File: config.mk
export PLATFORM = sky130hd
export DESIGN_NAME = btn_event_gen
export DESIGN_NICKNAME = d
export VERILOG_FILES = /design/src/rtl/btn_event_gen.sv
export SDC_FILE = /design/constraint.sdc
export NUM_CORES = 1
export LEC_CHECK = 0
export BUFFER_PORTS_ARGS = -buffer_cell sky130_fd_sc_hd__clkbuf_2
export CAP_MARGIN = 5
export CELL_PAD_IN_SITES_DETAIL_PLACEMENT = 1
export CELL_PAD_IN_SITES_GLOBAL_PLACEMENT = 1
export CORE_ASPECT_RATIO = 0.5
export CORE_MARGIN = 2
export CORE_UTILIZATION = 31
export CTS_CLUSTER_DIAMETER = 60
export CTS_CLUSTER_SIZE = 12
export DETAILED_ROUTE_END_ITERATION = 7
export HOLD_SLACK_MARGIN = 0.15
export PLACE_DENSITY = 0.65
export SETUP_SLACK_MARGIN = 0.05
export SLEW_MARGIN = 25
export SYNTH_ARGS = -nofsm -noshare
export SYNTH_HDL_FRONTEND = slang
export SYNTH_SLANG_ARGS = --single-unit
File: constraint.sdc
create_clock -name clk -period 3 [get_ports clk]
set_clock_uncertainty 0.2 [all_clocks]
set_input_delay 0.15 -clock clk [delete_from_list [all_inputs] [get_ports clk]]
set_output_delay 0.15 -clock clk [all_outputs]
set_load 0.03 [all_outputs]
File: src/rtl/btn_event_gen.sv
// Debounced multi-button event generator.
// Each channel is synchronised, debounced on a shared millisecond tick, and
// tracked by a small IDLE/HELD/LONG machine. The machine emits one-cycle
// press, long-press, auto-repeat and release pulses.
module btn_event_gen #(
  parameter int N_BTN       = 4,
  parameter int CLK_FREQ_HZ = 50_000_000,
  parameter int DEBOUNCE_MS = 10,
  parameter int LONG_MS     = 1000,
  parameter int REPEAT_MS   = 200,
  parameter bit ACTIVE_LOW  = 1
) (
  input  logic             clk,
  input  logic             rst,
  input  logic [N_BTN-1:0] button_in,
  output logic [N_BTN-1:0] btn_stable,
  output logic [N_BTN-1:0] press_pulse,
  output logic [N_BTN-1:0] release_pulse,
  output logic [N_BTN-1:0] long_pulse,
  output logic [N_BTN-1:0] repeat_pulse
);

  localparam int TICK_DIV = CLK_FREQ_HZ / 1000;
  localparam int PRE_W    = (TICK_DIV > 1) ? $clog2(TICK_DIV) : 1;
  localparam logic [PRE_W-1:0] PRE_END = PRE_W'(TICK_DIV - 1);

  localparam int DB_W = $clog2(DEBOUNCE_MS + 1);
  localparam logic [DB_W-1:0] DB_END = DB_W'(DEBOUNCE_MS - 1);

  localparam int HOLD_MAX = (LONG_MS > REPEAT_MS) ? LONG_MS : REPEAT_MS;
  localparam int HOLD_W   = $clog2(HOLD_MAX + 1);
  localparam logic [HOLD_W-1:0] LONG_END   = HOLD_W'(LONG_MS - 1);
  localparam logic [HOLD_W-1:0] REPEAT_END = HOLD_W'((REPEAT_MS > 0) ? (REPEAT_MS - 1) : 0);
  localparam bit REPEAT_EN = (REPEAT_MS > 0);

  // A released button reads as the inactive pin level.
  localparam logic [N_BTN-1:0] SYNC_IDLE = {N_BTN{ACTIVE_LOW}};

  typedef enum logic [1:0] {
    IDLE = 2'd0,
    HELD = 2'd1,
    LONG = 2'd2
  } state_t;

  logic [N_BTN-1:0] r_sync1;
  logic [N_BTN-1:0] r_sync2;
  logic [N_BTN-1:0] w_raw;
  logic [PRE_W-1:0] r_pre;
  logic             w_msTick;
  logic             r_msTickD;

  // Two-flop synchroniser for the asynchronous pins.
  always_ff @(posedge clk) begin
    if (rst) begin
      r_sync1 <= SYNC_IDLE;
      r_sync2 <= SYNC_IDLE;
    end else begin
      r_sync1 <= button_in;
      r_sync2 <= r_sync1;
    end
  end

  // Normalise polarity so that 1 always means pressed.
  assign w_raw = r_sync2 ^ SYNC_IDLE;

  // Shared prescaler producing a one-cycle tick each millisecond.
  always_ff @(posedge clk) begin
    if (rst) begin
      r_pre <= '0;
    end else if (w_msTick) begin
      r_pre <= '0;
    end else begin
      r_pre <= r_pre + PRE_W'(1);
    end
  end

  assign w_msTick = (r_pre == PRE_END);

  // The hold machines react to a debounced edge one cycle late, so they also
  // see the tick one cycle late; a fall that lands on a tick then coincides
  // with the delayed tick and can take priority over it.
  always_ff @(posedge clk) begin
    if (rst) begin
      r_msTickD <= 1'b0;
    end else begin
      r_msTickD <= w_msTick;
    end
  end

  for (genvar i = 0; i < N_BTN; i++) begin : g_chan
    logic [DB_W-1:0]   r_dbCnt;
    logic              r_stable;
    logic              r_stableD;
    state_t            r_state;
    state_t            w_stateNext;
    logic [HOLD_W-1:0] r_holdCnt;
    logic [HOLD_W-1:0] w_holdNext;
    logic              w_rise;
    logic              w_fall;
    logic              r_press;
    logic              r_release;
    logic              r_long;
    logic              r_repeat;
    logic              w_pressNext;
    logic              w_releaseNext;
    logic              w_longNext;
    logic              w_repeatNext;

    // Debounce: the level must disagree for DEBOUNCE_MS consecutive ticks.
    always_ff @(posedge clk) begin
      if (rst) begin
        r_dbCnt  <= '0;
        r_stable <= 1'b0;
      end else if (w_raw[i] == r_stable) begin
        r_dbCnt <= '0;
      end else if (w_msTick) begin
        if (r_dbCnt == DB_END) begin
          r_stable <= w_raw[i];
          r_dbCnt  <= '0;
        end else begin
          r_dbCnt <= r_dbCnt + DB_W'(1);
        end
      end
    end

    assign w_rise = r_stable & ~r_stableD;
    assign w_fall = ~r_stable & r_stableD;

    // State, hold counter, edge-detect copy and registered pulse outputs.
    always_ff @(posedge clk) begin
      if (rst) begin
        r_stableD <= 1'b0;
        r_state   <= IDLE;
        r_holdCnt <= '0;
        r_press   <= 1'b0;
        r_release <= 1'b0;
        r_long    <= 1'b0;
        r_repeat  <= 1'b0;
      end else begin
        r_stableD <= r_stable;
        r_state   <= w_stateNext;
        r_holdCnt <= w_holdNext;
        r_press   <= w_pressNext;
        r_release <= w_releaseNext;
        r_long    <= w_longNext;
        r_repeat  <= w_repeatNext;
      end
    end

    // Next state and hold counter; a debounced fall always wins.
    always_comb begin
      w_stateNext = r_state;
      w_holdNext  = r_holdCnt;
      case (r_state)
        IDLE: begin
          if (w_rise) begin
            w_stateNext = HELD;
            w_holdNext  = '0;
          end
        end
        HELD: begin
          if (w_fall) begin
            w_stateNext = IDLE;
            w_holdNext  = '0;
          end else if (r_msTickD) begin
            if (r_holdCnt == LONG_END) begin
              w_stateNext = LONG;
              w_holdNext  = '0;
            end else begin
              w_holdNext = r_holdCnt + HOLD_W'(1);
            end
          end
        end
        LONG: begin
          if (w_fall) begin
            w_stateNext = IDLE;
            w_holdNext  = '0;
          end else if (REPEAT_EN && r_msTickD) begin
            if (r_holdCnt == REPEAT_END) begin
              w_holdNext = '0;
            end else begin
              w_holdNext = r_holdCnt + HOLD_W'(1);
            end
          end
        end
        default: begin
          w_stateNext = IDLE;
          w_holdNext  = '0;
        end
      endcase
    end

    // Pulse decode; the conditions are mutually exclusive by construction.
    always_comb begin
      w_pressNext   = 1'b0;
      w_releaseNext = 1'b0;
      w_longNext    = 1'b0;
      w_repeatNext  = 1'b0;
      case (r_state)
        IDLE: begin
          w_pressNext = w_rise;
        end
        HELD: begin
          w_releaseNext = w_fall;
          w_longNext    = ~w_fall & r_msTickD & (r_holdCnt == LONG_END);
        end
        LONG: begin
          w_releaseNext = w_fall;
          w_repeatNext  = REPEAT_EN & ~w_fall & r_msTickD & (r_holdCnt == REPEAT_END);
        end
        default: begin
          w_pressNext = 1'b0;
        end
      endcase
    end

    assign btn_stable[i]    = r_stable;
    assign press_pulse[i]   = r_press;
    assign release_pulse[i] = r_release;
    assign long_pulse[i]    = r_long;
    assign repeat_pulse[i]  = r_repeat;
  end

endmodule

# After elaboration in Yosys (flattened, before gate mapping)
# Index checks and enable logic that the tools add are counted.
# totals
wordCells	248
regBits	113
output_inout_bits	20
in_bits	6
# classes
n_eq_ne	45
n_bitwise	53
n_addsub	9
muxes	60
n_reduce_logical	41
# op_table
op	n
$mux 10	28
$pmux 10 s3	4
$reduce_or 2->1	25
$add 10x1->10 const B	4
$eq 10x10->1 const B	4
$eq 10x8->1 const B	4
$mux 2	20
$ne 3x3->1 const B	12
$not 1->1	32
$pmux 2 s3	4
$reduce_and 3->1	8
$and 1x1->1	20
$add 16x1->16 const B	1
$add 4x1->4 const B	4
$eq 16x16->1 const B	1
$eq 4x4->1 const B	4
$mux 4	4
$ne 2x2->1 const B	8
$reduce_and 4->1	4
$eq 2x1->1 const B	4
$eq 2x2->1 const B	4
$logic_not 2->1	4
$eq 1x1->1	4
$not 4->4	1

# Depth between registers and ports, before layout
# depth
word_depth	5
ltp_mapped	8
depth_no_buf	7

# Least setup slack after synthesis
# No wires, ideal clock.
# synth_timing
kind	reg-to-reg
start	register r_pre[11]
end	register g_chan[0].r_stable
path_buffers	1
required_time_ps	2730
setup_ps	70
path_stages_with_launch	7
period_less_slack_ps	2150
arrival_time_ps	1879
slack_ps	850
path_cell_list	dfxtp_1 -> or4_4 -> nor4_4 -> buf_6 -> nand2_4 -> or4_1 -> a21oi_1
# synth_between
elab_chain_cells	2
# synth_lines
item	line_no	rtl
start: declaration	48	logic [PRE_W-1:0] r_pre;
start signal: assignment	73	r_pre <= r_pre + PRE_W'(1);
$eq 16x16->1	77	assign w_msTick = (r_pre == PRE_END);
$reduce_and 3->1 (no source line)	n/a	
end signal: assignment	118	r_stable <= w_raw[i];
end: declaration	92	logic r_stable;
# No other way between the ends.
# A chain may end at the register's enable or synchronous reset.

# Worst setup path after layout
# layout_timing
start	register r_pre[0]
end	register g_chan[0].r_stable
# Same word-level chain as after synthesis.

==> metrics.cfg <==
[grt]
grt_use_total_pct = 14.70
antenna_found_initial = 0
grt_pass1_vias = 4730
grt_pass1_wl_um = 23150
grt_start_max_net_pins = 52
grt_overflow = 0

[detailed_routing]
vias = 4796
drt_iter0_markers = 198
ant_nets = 0
routed_via_density = 5.081
drc = 0
drt-wirelength-per-cell_um = 14.30
first_pass_iters = 5
drt_wl_total_um = 13500

[synth]
synth_cells = 684
avgSynthCellArea_um2 = 8.275
mappedNetlistArea_um2 = 5660
yosys.cell_types.count = 54
synth_edf_count = 0
synthAdderAreaFrac_pct = 3.758
synth_seq_cells = 113
synth_compound_area_share_pct = 10.34
syn_nets = 707
yosysWarnings = 0
synthXorXnorAreaFrac_pct = 4.642
ys_async_sr_fraction_pct = 0
synth_top_family_by_area = simple AND/OR/NAND/NOR gates
ys_seq_area_share_pct = 39.96
synth.area.mux_share_pct = 0.5305
synth-main-ff-cell = dfxtp_1
synth-simple-area-share_pct = 34.90

[setup_path]
end_kind = flop
r2r_setup_slack_ns = 0.63
r2r_cells = 7
regToRegEndpoint = g_chan[0].r_stable
crit_start = r_pre[0]
crit_type = reg2reg
crit_end = g_chan[0].r_stable
cp-start-kind = flop
cp_data_required_time_ns = 3.15
cp.arrival_ns = 2.52
reg2reg_from = r_pre[0]
crit_path_max_fanout = 20

[clocking]
post_cts_buffers = 0
clkSinkCount = 113
cts_root_buf = clkbuf_16
clock_latency_ns = 0.41
clockBufferDepth = 2
cts_resized = 0
htree_levels = 4
cts_tree = yes
cts_buffers = 17
clkSlewWorstSetupHoldPaths_ns = 0.06

[cells_and_area]
final_nets = 721
area_growth_pct = 15.56
antenna_cells = 0
fin_cells = 944
num-fill-cells = 2117
layout-drive-gt1-share_pct = 11.55
fin_area_um2 = 6541
postLayoutCoreUtil_pct = 37.14

[timing]
slew_headroom_pct = 50.53
fmaxAchievable_mhz = 422.3
hold-worst-slack_ns = 0.2087
setup_viol = 0
tightest_slew_ns = 0.7371
fin_crit_ns = 2.368
final-hold-violation-count = 0
rsz0062_at_grt = false
fin_crit_sh_pct = 78.93
tns_ns = 0
timing.final.ws_setup_ns = 0.6320
drv_slew = 0

[job]
maxCapViolations = 0

[pwr]
peakVddDrop_v = 0.0004111
leakage_nw = 2.289
p_per_area_nw_per_um2 = 576.0
p_total_mw = 3.768

[placed_design]
port_buffers = 25
hpwlAfterDp_um = 9061
placed_cells = 905
dp_slack_ns = 0.6294
place.gp.congestion = 0.7782
post_dp_cell_area_um2 = 5894

[floorplanning]
die_w_um = 195.1
die_area_um2 = 19420
num_rows = 34
start_util_pct = 32.14
coreArea_um2 = 17610
dieHeight_um = 99.55
ios = 26

[min_path]
min_path_type = reg2reg

[run_status]
status = finished clean

[area by class of cell]
class	instances	area, um2	share of cell area (%)
multi-input combinational	506	3067	46.88
sequential	113	2262	34.58
clock buffer	22	484.2	7.402
tap	234	292.8	4.476
timing repair buffer	42	285.3	4.361
clock inverter	9	82.58	1.262
inverter	18	67.56	1.033
[power breakdown]
group          internal [mW]  switching (mW)  leakage [nW]
Clock                   1.22           0.741         0.266
Combinational         0.0980           0.181          1.11
Sequential              1.52          0.0123         0.913
[flip-flops by register name (all words and copies together) (netlist names)]
register	cells
g_chan.r_long	4
g_chan.r_stable	4
g_chan.r_holdCnt	40
g_chan.r_dbCnt	16
r_pre	16
r_sync2	4
r_sync1	4
g_chan.r_press	4
g_chan.r_release	4
r_msTickD	1
g_chan.r_stableD	4
g_chan.r_repeat	4
g_chan.r_state	8
[metal layers]
metal  wire (um)  GRT usage, %  part of all wire (%)
met5           0             0                     0
met4         172         5.285                   1.3
met3         292         3.255                   2.2
met2        6158         24.34                    46
met1        6878         18.99                    51
[critical path, cell delays in order (launching register included)]
cell     delay (ns)
dfxtp_1        0.38
ha_1           0.22
nand3_1        0.27
nor4_4         0.30
buf_4          0.30
nand2_4        0.08
or4_1          0.40
a21oi_1        0.15
[cells by family (layout without fill, tap and decap cells)]
family,count (synthesis),after routing
multiplexers,3,3
AO/OA/AOI/OAI,93,93
AND/OR/NAND/NOR,363,363
flip-flops,113,113
XOR/XNOR,30,30
adder cells (fa/ha/maj),17,17
buffers and inverters,65,91
[synthesized netlist by cell type, types with 2 or more instances]
| cell type | number | area [um2] |
|---|---|---|
| and3_1 | 11 | 68.82 |
| nand3b_1 | 15 | 112.6 |
| nand4bb_1 | 2 | 22.52 |
| buf_1 | 3 | 11.26 |
| o21a_1 | 2 | 15.01 |
| nand2_1 | 67 | 251.5 |
| nand4_1 | 8 | 50.05 |
| o21ai_0 | 11 | 55.05 |
| and4b_1 | 5 | 50.05 |
| dfxtp_1 | 113 | 2262 |
| and4_1 | 3 | 26.28 |
| a22o_1 | 3 | 26.28 |
| or3_1 | 8 | 50.05 |
| or2_2 | 12 | 75.07 |
| nor2_1 | 61 | 229.0 |
| a31oi_1 | 26 | 162.7 |
| xnor2_1 | 16 | 140.1 |
| a21oi_1 | 27 | 135.1 |
| nand3_1 | 81 | 405.4 |
| nor3b_1 | 9 | 67.56 |
| nor4b_1 | 2 | 17.52 |
| nor4_1 | 4 | 25.02 |
| nor2b_1 | 17 | 106.4 |
| a211oi_1 | 3 | 22.52 |
| nand2b_1 | 17 | 106.4 |
| nor3_1 | 15 | 75.07 |
| nor4bb_1 | 2 | 20.02 |
| buf_4 | 21 | 157.7 |
| and2_1 | 5 | 31.28 |
| clkbuf_1 | 21 | 78.83 |
| a21o_1 | 6 | 45.04 |
| nand4b_1 | 14 | 122.6 |
| o21ba_2 | 3 | 30.03 |
| xor2_1 | 14 | 122.6 |
| o311ai_1 | 2 | 17.52 |
| inv_1 | 18 | 67.56 |
| o2bb2ai_1 | 2 | 17.52 |
| ha_1 | 17 | 212.7 |
| mux2i_1 | 3 | 30.03 |
[how the worst min path moves through the flow]
stage / startpoint / endpoint / slack (ns) / depth (start not counted)
after global routing: r_sync1[1] / r_sync2[1] / 0.24 / 1
after detailed placement: button_in[0] / r_sync1[0] / 0.14 / 2
after global placement: button_in[2] / r_sync1[2] / 0.14 / 2
final: r_sync1[0] / r_sync2[0] / 0.21 / 1
after floorplan: button_in[0] / r_sync1[0] / 0.05 / 1
after CTS: r_sync1[0] / r_sync2[0] / 0.21 / 1
[placed cells by master, fill, tap and decap left out, types with 11 or more instances in the layout]
master     Yosys  final
a31oi_1       26     26
nand2_1       67     67
inv_1         18     18
o21ai_0       11     11
xnor2_1       16     16
dfxtp_1      113    113
nor2_1        61     61
clkbuf_2       0     25
and3_1        11     11
clkbuf_16      0     17
nand3_1       81     81
nand3b_1      15     15
nor3_1        15     15
nand4b_1      14     14
nor2b_1       17     17
a21oi_1       27     27
ha_1          17     17
xor2_1        14     14
nand2b_1      17     17
or2_2         12     12
[what timing repair did]
action / 4_1_cts / 5_1_grt
hold endpoints to repair: 8 / 0
setup endpoints to repair: 0 / 0
hold buffers: 8 / 0
(Power assumes the default switching activity.)
